## src/rtl/spi_master_rx.sv

```systemverilog
// SPI master receiver: reads one 32-bit word per transfer (SCK idle low, sample on rise, MSB first).
// Optional SPI_MASTER_RX_FIFO_EN swaps the single holding register for a 2-entry output FIFO.
module spi_master_rx #(
    parameter int unsigned CLK_DIV = 4
) (
    input  logic        clk,
    input  logic        rst_n,
    input  logic        start_i,
    output logic        ready_o,
    output logic        spi_cs_n_o,
    output logic        spi_sck_o,
    input  logic        spi_sdi_i,
    output logic [31:0] data_o,
    output logic        data_valid_o,
    input  logic        data_ready_i
);

    // state | meaning
    // IDLE  | waiting for start_i, chip select high, SCK low
    // SETUP | chip select low, first half-period before the first SCK rise
    // SHIFT | SCK toggling every half-period, sample on each rise, 64 edges
    // TAIL  | last fall done, SCK low, chip select still low for a half-period
    // GAP   | chip select high for a half-period before returning to IDLE

    typedef enum logic [2:0] {
        IDLE  = 3'd0,
        SETUP = 3'd1,
        SHIFT = 3'd2,
        TAIL  = 3'd3,
        GAP   = 3'd4
    } state_t;

    localparam logic [7:0] DIV_LOAD = 8'(CLK_DIV - 1);

    state_t      r_state;
    state_t      w_state_nxt;
    logic [7:0]  r_div;
    logic [5:0]  r_edge;
    logic        r_sck;
    logic        r_cs_n;
    logic [31:0] r_shift;

    logic w_tc;
    logic w_accept;
    logic w_load;
    logic w_sck_toggle;
    logic w_sample;
    logic w_push;
    logic w_pop;
    logic w_cs_low;
    logic w_cs_high;
    logic w_last_edge;
    logic w_store_free;

    assign w_tc        = (r_div == 8'd0);
    assign w_last_edge = (r_edge == 6'd63);
    assign w_pop       = data_valid_o && data_ready_i;
    assign ready_o     = (r_state == IDLE) && w_store_free;
    assign w_accept    = start_i && ready_o;
    assign spi_sck_o   = r_sck;
    assign spi_cs_n_o  = r_cs_n;

    always_ff @(posedge clk or negedge rst_n) begin
        if (!rst_n) begin
            r_state <= IDLE;
        end else begin
            r_state <= w_state_nxt;
        end
    end

    always_comb begin
        w_state_nxt  = r_state;
        w_load       = 1'b0;
        w_sck_toggle = 1'b0;
        w_sample     = 1'b0;
        w_push       = 1'b0;
        w_cs_low     = 1'b0;
        w_cs_high    = 1'b0;
        case (r_state)
            IDLE: begin
                if (w_accept) begin
                    w_state_nxt = SETUP;
                    w_load      = 1'b1;
                    w_cs_low    = 1'b1;
                end
            end
            SETUP: begin
                if (w_tc) begin
                    w_state_nxt  = SHIFT;
                    w_load       = 1'b1;
                    w_sck_toggle = 1'b1;
                    w_sample     = 1'b1;
                end
            end
            SHIFT: begin
                if (w_tc) begin
                    w_load       = 1'b1;
                    w_sck_toggle = 1'b1;
                    w_sample     = !r_sck;
                    // the 64th edge is always a fall, leaving SCK low for TAIL
                    if (w_last_edge) begin
                        w_state_nxt = TAIL;
                    end
                end
            end
            TAIL: begin
                if (w_tc) begin
                    w_state_nxt = GAP;
                    w_load      = 1'b1;
                    w_cs_high   = 1'b1;
                    w_push      = 1'b1;
                end
            end
            GAP: begin
                if (w_tc) begin
                    w_state_nxt = IDLE;
                end
            end
            default: begin
                w_state_nxt = IDLE;
            end
        endcase
    end

    always_ff @(posedge clk or negedge rst_n) begin
        if (!rst_n) begin
            r_div   <= 8'd0;
            r_edge  <= 6'd0;
            r_sck   <= 1'b0;
            r_cs_n  <= 1'b1;
            r_shift <= 32'd0;
        end else begin
            if (w_load) begin
                r_div <= DIV_LOAD;
            end else if (!w_tc) begin
                r_div <= r_div - 8'd1;
            end
            // 64 toggles wrap the 6-bit counter back to zero for the next transfer
            if (w_sck_toggle) begin
                r_sck  <= !r_sck;
                r_edge <= r_edge + 6'd1;
            end
            if (w_sample) begin
                r_shift <= {r_shift[30:0], spi_sdi_i};
            end
            if (w_cs_low) begin
                r_cs_n <= 1'b0;
            end else if (w_cs_high) begin
                r_cs_n <= 1'b1;
            end
        end
    end

`ifdef SPI_MASTER_RX_FIFO_EN
    logic [31:0] r_fifo [2];
    logic        r_wr_ptr;
    logic        r_rd_ptr;
    logic [1:0]  r_count;

    assign w_store_free = (r_count != 2'd2);
    assign data_o       = r_fifo[r_rd_ptr];
    assign data_valid_o = (r_count != 2'd0);

    always_ff @(posedge clk or negedge rst_n) begin
        if (!rst_n) begin
            r_fifo[0] <= 32'd0;
            r_fifo[1] <= 32'd0;
            r_wr_ptr  <= 1'b0;
            r_rd_ptr  <= 1'b0;
            r_count   <= 2'd0;
        end else begin
            // a push always has room: a transfer only starts with fewer than 2 entries held
            if (w_push) begin
                r_fifo[r_wr_ptr] <= r_shift;
                r_wr_ptr         <= !r_wr_ptr;
            end
            if (w_pop) begin
                r_rd_ptr <= !r_rd_ptr;
            end
            if (w_push && !w_pop) begin
                r_count <= r_count + 2'd1;
            end else if (!w_push && w_pop) begin
                r_count <= r_count - 2'd1;
            end
        end
    end
`else
    logic [31:0] r_hold;
    logic        r_hold_vld;

    assign w_store_free = !r_hold_vld;
    assign data_o       = r_hold;
    assign data_valid_o = r_hold_vld;

    always_ff @(posedge clk or negedge rst_n) begin
        if (!rst_n) begin
            r_hold     <= 32'd0;
            r_hold_vld <= 1'b0;
        end else begin
            if (w_push) begin
                r_hold     <= r_shift;
                r_hold_vld <= 1'b1;
            end else if (w_pop) begin
                r_hold_vld <= 1'b0;
            end
        end
    end
`endif

endmodule

```

## config.mk

```make
export PLATFORM = sky130hd
export DESIGN_NAME = spi_master_rx
export DESIGN_NICKNAME = d
export VERILOG_FILES = /design/src/rtl/spi_master_rx.sv
export SDC_FILE = /design/constraint.sdc
export NUM_CORES = 1
export LEC_CHECK = 0
export ABC_AREA = 0
export CORE_UTILIZATION = 45
export DETAILED_ROUTE_END_ITERATION = 16
export PLACE_DENSITY = 0.72
export SLEW_MARGIN = 10
export SYNTH_ARGS = -nofsm -noshare
export SYNTH_HDL_FRONTEND = slang
export SYNTH_SLANG_ARGS = --single-unit
export TNS_END_PERCENT = 1
```

## constraint.sdc

```tcl
create_clock -name clk -period 6.26 [get_ports clk]
set_input_delay 0.626 -clock clk [delete_from_list [all_inputs] [get_ports clk]]
set_output_delay 0.626 -clock clk [all_outputs]
set_load 0.01 [all_outputs]
```

* After elaboration in Yosys (flattened, before gate mapping)
Index checks and enable logic that the tools add are counted.
** Word-level totals
- Bits in registers :: 84
- Input port bits :: 5
- Output and inout port bits :: 36
- Word-level logic and storage cells :: 55
** Cells by class
- Add/sub/neg operators :: 2
- Eq/ne operators :: 12
- Multiplexer cells :: 21
- Reduce and logical (&&, ||, !) cells :: 12
** Operator list (number)
- 3-bit two-way mux :: 6
- 8-bit two-way mux :: 2
- 3-bit one-hot mux with 5 select lines :: 1
- 2-bit != test, second input constant :: 6
- 1-bit two-way mux :: 10
- 8-bit zero test :: 1
- 8-bit by 1-bit subtractor with 8-bit output, second input constant :: 1
- 6-bit by 1-bit adder with 6-bit output, second input constant :: 1
- 3-bit by 2-bit equality test with 1-bit output, second input constant :: 2
- 6-bit equality test, second input constant :: 1
- 6-bit AND reduction :: 1
- 1-bit one-hot mux with 2 select lines :: 2
- 2-bit nonzero test :: 2
- 3-bit by 1-bit equality test with 1-bit output, second input constant :: 1
- 3-bit equality test, second input constant :: 1
- 1-bit logical AND :: 3
- 3-bit zero test :: 1
- 3-bit OR reduction :: 1
- 1-bit zero test :: 2
- 2-bit by 1-bit != test with 1-bit output, second input constant :: 1
- 2-bit OR reduction :: 1

* Logic depth before layout (Yosys ltp)
Gate-level depths: netlist of the first run.
- Word-level depth :: 6
- Gate-level depth with buffers :: 7

* Worst setup path before layout of the first run
No wires, ideal clock.
- Kind :: flip-flop to flip-flop
- Start point :: register r_div[0]
- End point :: register r_hold[10], in the netlist data_o[10]
- Library setup time :: 0.125 ns
- Data arrival time :: 1.994 ns
- Setup slack :: 4.141 ns
- Cell stages (with the launch flop) :: 8
- Path buffers :: 1
- Cells stage by stage :: dfrtp_1 > inv_1 > ha_1 > nor3b_2 > nand2_4 > nor3_4 > buf_6 > mux2_2
** On the way
- Cells in the longest elaborated chain, start to end :: 3
** RTL lines
- from (decl) :: line 37 : logic [7:0] r_div;
- from (signal assigned) :: line 136 : r_div <= r_div - 8'd1;
- 8-bit zero test :: line 55 : assign w_tc = (r_div == 8'd0);
- 1-bit two-way mux :: line 107 : if (w_tc) begin
- 1-bit two-way mux :: line 79 : case (r_state)
- to (signal assigned) :: line 201 : r_hold <= r_shift;
- to (decl) :: line 188 : logic [31:0] r_hold;
No other way between the ends.
A chain may end at the register's enable or synchronous reset.

* Worst setup path in the final report of the first run
- Start point :: register r_div[0]
- End point :: register r_shift[25]
** On the way
- Cells in the longest elaborated chain, start to end :: 3
- Elaborated cells on any way between the ends :: 4
** RTL lines
- 8-bit zero test (*) :: line 55
- 1-bit two-way mux (on tied branches) :: line 96, 88
- 1-bit one-hot mux with 2 select lines (*) :: line 79
- to (signal assigned) :: line 144 : r_shift <= {r_shift[30:0], spi_sdi_i};
- to (decl) :: line 41 : logic [31:0] r_shift;
Mark *: on every way between the ends. The rest lies on a longest branch, timed or not.

==> impl_metrics.toml, run 1 <==
[worst_setup_path]
r2r_end = "r_shift[25]"
r2r-start = "r_div[0]"
crit_fanout = 18
critPathCapture = "r_shift[25]"
rr_worst_depth = 7
crit_cells = 7
cp-end-kind = "register"
arrival_ns = 3.01
cp-start-kind = "register"
slowest_stage = "nor3_4"
crit_buf_inv = 2
critPathKind = "reg -> reg"
worstSetupStartpoint = "r_div[0]"
crit_required_ns = 6.49
r2r_slack_ns = 3.49
crit_family = "simple AND/OR/NAND/NOR gates"
critPathMaxStageDelay_ns = 0.62
crit_chain = "inv_1 > ha_1 > nor3b_2 > nand2_4 > nor3_4 > buf_4 > mux2_2"

[sta]
fin_crit_ns = 2.77
tightest_slew_ns = 1.02
slew_headroom = 0.317
rsz0062_at_grt = "false"
maxSlewViolCount = 0
finalCritPeriodShare = 0.443
hold_viol = 0
fin_ws_ns = 3.49
skew_ns = 0.00863
setup_tns_ns = 0
max_freq_mhz = 361
finalSetupViolations = 0

[floorplanning]
rows = 31
fp.dieW_um = 89.6
core_mm2 = 0.00733
initial_core_util = 0.471
io_pins = 41
dieArea_mm2 = 0.00802
dieHeight_um = 89.6

[clocking]
cts_hold_buf = 0
numClockSinks = 84
cts_resized = 0
htreeDepth = 3
cts.path.max_buffers = 2
post_cts_buffers = 0
cts-root-buf = "clkbuf_8"
cts_buffers = 9
clk_pin_slew_ns = 0.09
clkLatencyLatePin_ns = 0.35
cts_tree = "yes"

[pwr]
vdd_drop_max_uv = 129
seq_power_share = 0.576
power_frac_clock = 0.409
power_density_mw_per_mm2 = 230
combPwrFrac = 0.015
netSwitchingFraction = 0.225
p_int_mw = 0.734
p_switching_mw = 0.213
p_leak_nw = 1.92

[global_routing]
antenna_found_initial = 0
grt_usage = 0.162
overflow = 0
grt_max_degree = 85
grt_pass1_vias = 1950
grt_pass1_wl_um = 9580

[routing]
drc = 0
firstDrtPassIters = 4
via_per_inst = 5.16
dr.first_iter.drc_count = 69
ant_nets = 0
vias = 1966
routedWlPerCell_um = 14.8
wl_um = 5650

[place]
gp_congestion = 0.746
placed_cell_area_mm2 = 0.00391
post-dp-hpwl_um = 3530
preCtsSetupSlack_ns = 3.48
io_buffers = 40

[layout]
drive_above_1_share = 0.330
areaGrowthSynthToFinish_pct = 19.3
antenna_cells = 0
fill_cells = 588
fin_area_mm2 = 0.00411
finalNetCount = 284

[yosys]
ys_ff_latch = 84
syn-cell-area_mm2 = 0.00345
yosysWarnings = 0
synth_cell_type_count = 40
syn_inst = 234
synth_nets = 241
yosysSeqAreaShare = 0.610
syn_avg_cell_area_um2 = 14.7

[run]
drv_cap = 0

[status]
status = "finished, final reports clean"

[min_path]
hold_path.class = "in -> async"
[logic make-up after synthesis]
| group | count (synthesis) | synth area share |
|---|---|---|
| compound gates | 13 | 0.0290 |
| xor+xnor | 11 | 0.0279 |
| fa+ha+maj | 2 | 0.00725 |
| buf+inv | 14 | 0.0254 |
| flops | 84 | 0.610 |
| mux | 66 | 0.215 |
| simple gates | 44 | 0.0856 |
[cells in the mapped netlist, drive strengths merged]
cell type,number,area (um^2)
dfrtp,83,2080
mux2,65,732
nor2,11,41.3
xnor2,9,78.8
nand2,8,37.5
buf,7,61.3
a21oi,6,41.3
inv,4,15.0
nor3,4,42.5
nor4,4,55.1
clkbuf,3,11.3
nand3,3,15.0
ha,2,25.0
nand2b,2,12.5
nand4,2,12.5
nor3b,2,20.0
or3,2,12.5
or4,2,15.0
xor2,2,17.5
a2111oi,1,8.76
a211o,1,8.76
a211oi,1,7.51
a21o,1,7.51
a221oi,1,8.76
a2bb2oi,1,8.76
a31o,1,8.76
dfstp,1,26.3
mux2i,1,10.0
nand3b,1,7.51
nand4b,1,8.76
nor2b,1,6.26
or3b,1,8.76
[worst min-delay path by stage]
stage | cells after the start | startpoint | to
after floorplan | 0 | rst_n | data_o[0]
after global placement | 1 | r_edge[5] | r_edge[5]
after detailed placement | 1 | r_edge[4] | r_edge[4]
after CTS | 1 | r_edge[4] | r_edge[4]
after global routing | 1 | r_edge[4] | r_edge[4]
final | 1 | rst_n | data_o[27]
[stage by stage]
step           power [mW]  instances  utilization  hold slack [ns]
2_1_floorplan       0.558        234            -            0.330
3_3_place_gp        0.572        365        0.534            0.460
3_5_place_dp        0.572        365        0.534            0.465
4_1_cts             0.958        381        0.561            0.482
5_1_grt             0.980        381        0.561            0.503
6_report            0.947        381        0.561            0.444
[power by group through the flow]
stage          sequential [mW]  clock, mW  combinational, mW
2_1_floorplan            0.556          0            0.00214
3_3_place_gp             0.556          0             0.0152
3_5_place_dp             0.556          0             0.0154
4_1_cts                  0.546      0.397             0.0155
5_1_grt                  0.546      0.416             0.0175
6_report                 0.546      0.387             0.0144
[area by class of cell]
class                   count  area [um^2]  share of cell area
well taps                  99          124              0.0301
clock inverters             7         76.3              0.0186
multi-input cells         136         1260               0.306
clock buffers               9          124              0.0301
flip-flops and latches     84         2100               0.511
inverters                   4         15.0             0.00365
repair buffers             42          413               0.100
[metal layers]
metal | vias up | track usage | routed length, um
met5 | - | 0 | 0
met1 | 990 | 0.230 | 2830
met2 | 45 | 0.228 | 2530
li1 | 923 | - | -
met3 | 8 | 0.0425 | 207
met4 | 0 | 0.0837 | 86
[sequential cells by signal, summed over array words and instances, names as in the netlist]
signal	count
r_state	3
r_div	8
r_edge	6
r_shift	32
data_o	32
data_valid_o	1
spi_cs_n_o	1
spi_sck_o	1
[cell usage in the layout, fill, tap and decap left out, types with 3 or more instances in the layout]
cell              n
dfrtp_1          83
mux2_2           64
clkdlybuf4s50_1  39
nor2_1           11
xnor2_1           9
clkbuf_8          9
nand2_1           7
a21oi_1           5
inv_1             4
nand3_1           3
buf_4             3
No activity file was read; power rests on OpenSTA's default activity.
==> run 2: changes to the inputs <==
- PLACE_DENSITY: 0.72 -> 0.74
- clock period: 6.26 -> 2.3 ns (I/O delays scaled with it)
==> impl_metrics.toml, run 2 (synthesized netlist as in run 1, its figures left out) <==
[status]
status = "finished, final reports clean"

[clocking]
cts-root-buf = "clkbuf_8"
clk_pin_slew_ns = 0.08
clkLatencyLatePin_ns = 0.34
cts_buffers = 9
htreeDepth = 3
cts.path.max_buffers = 2
numClockSinks = 84
cts_tree = "yes"

[routing]
wl_um = 5600
routedWlPerCell_um = 14.5
vias = 1956
ant_nets = 0
firstDrtPassIters = 4
via_per_inst = 5.05
dr.first_iter.drc_count = 86
drc = 0

[global_routing]
overflow = 0
antenna_found_initial = 0
grt_usage = 0.162
grt_pass1_wl_um = 9620
grt_pass1_vias = 2000
grt_max_degree = 33

[worst_setup_path]
crit_fanout = 7
slowest_stage = "or3b_2"
critPathMaxStageDelay_ns = 0.54
critPathKind = "reg -> reg"
r2r-start = "r_div[0]"
r2r_slack_ns = 0.13
crit_chain = "inv_1 > ha_1 > or3b_2 > nor4_4 > mux2_2"
arrival_ns = 2.41
crit_required_ns = 2.53
rr_worst_depth = 5
cp-start-kind = "register"
r2r_end = "r_edge[1]"
cp-end-kind = "register"

[pwr]
p_leak_nw = 1.94
vdd_drop_max_uv = 372
p_int_mw = 1.97
p_switching_mw = 0.540
combPwrFrac = 0.018
power_density_mw_per_mm2 = 601
netSwitchingFraction = 0.215
power_frac_clock = 0.392
seq_power_share = 0.590

[sta]
skew_ns = 0.00712
slew_headroom = 0.634
max_freq_mhz = 460
setup_tns_ns = 0
finalCritPeriodShare = 0.945
finalSetupViolations = 0
maxSlewViolCount = 0
tightest_slew_ns = 0.548
fin_crit_ns = 2.17
fin_ws_ns = 0.127
hold_viol = 0
rsz0062_at_grt = "false"

[place]
post-dp-hpwl_um = 3680
placed_cells_incl_taps = 370
preCtsSetupSlack_ns = 0.0190
io_buffers = 40
gp_congestion = 0.756

[floorplanning]
dieHeight_um = 89.6
rows = 31
core_mm2 = 0.00733
fp.dieW_um = 89.6
dieArea_mm2 = 0.00802
io_pins = 41
initial_core_util = 0.471

[run]
drv_cap = 0

[layout]
final_common_cell = "dfrtp_1"
drive_above_1_share = 0.337
antenna_cells = 0
layoutNonFillerInstCount = 387
post-route-util = 0.570
final_cell_mix = "dfrtp_1 (83), mux2_2 (64), clkdlybuf4s50_1 (39), clkbuf_8 (12), nor2_1 (11)"
areaGrowthSynthToFinish_pct = 21.2
finalNetCount = 290

[min_path]
hold_path.class = "in -> async"
[run 2: cell types whose count changed in the layout (fill, tap and decap cells not counted), moves of 2 or more]
cell and change:
clkbuf_8 +3, buf_12 +2, clkinv_4 -2, buf_4 +3
[run 2: layer usage]
metal,wire length (um),track usage,share of wire,vias up
li1,-,-,-,922
met1,2740,0.218,0.49,982
met2,2500,0.243,0.45,43
met3,270,0.0489,0.048,9
met4,94,0.0693,0.017,0
met5,0,0,0,-
[run 2: worst max-delay path by stage]
stage	end	slack, ns	cells past startpoint	startpoint
floorplan	data_o[10]	0.18	7	r_div[0]
global placement	data_o[17]	0.11	7	r_div[0]
detailed placement	data_o[6]	0.02	7	r_div[0]
CTS	data_o[6]	0.01	7	r_div[0]
global route	r_edge[1]	0.004	5	r_div[0]
finish	r_edge[1]	0.13	5	r_div[0]
[run 2: timing repair]
action | CTS | global route
buffers inserted | 0 | 0
hold buffers | 1 | 0
endpoints found under the hold margin | 27 | 0
gates resized for setup | 0 | 1
setup endpoints to repair | 0 | 64
[run 2: power groups by stage]
| stage | clock network, mW | registers (mW) | logic, mW |
|---|---|---|---|
| after CTS | 1.02 | 1.48 | 0.0485 |
| after global placement | 0 | 1.51 | 0.0461 |
| final | 0.985 | 1.48 | 0.0452 |
| after floorplan | 0 | 1.51 | 0.00582 |
| after detailed placement | 0 | 1.51 | 0.0468 |
| after global routing | 1.07 | 1.49 | 0.0538 |
[run 2: cell type report]
class                           instances  area [um^2]
Timing Repair Buffer                   48          485
Clock inverter                          3         20.0
Fill cell                             593         3150
Multi-Input combinational cell        136         1260
Sequential cell                        84         2100
Clock buffer                           13          169
Tap cell                               99          124
Inverter                                4         15.0
[run 2: through the flow]
stage | total power [mW] | cell area, um^2 | hold slack (ns)
after floorplan | 1.52 | 3450 | -0.0656
after global placement | 1.56 | 3980 | 0.176
after detailed placement | 1.56 | 3980 | 0.173
after CTS | 2.55 | 4180 | 0.355
after global routing | 2.61 | 4180 | 0.380
final | 2.51 | 4180 | 0.352
[run 2: worst max-delay path: cells and delay by family (launching register included)]
family,cells,cell delay (ns)
adders and majority gates,1,0.20
muxes,1,0.38
and+or+nand+nor,2,1.00
buffers and inverters,1,0.09
DFF,1,0.39
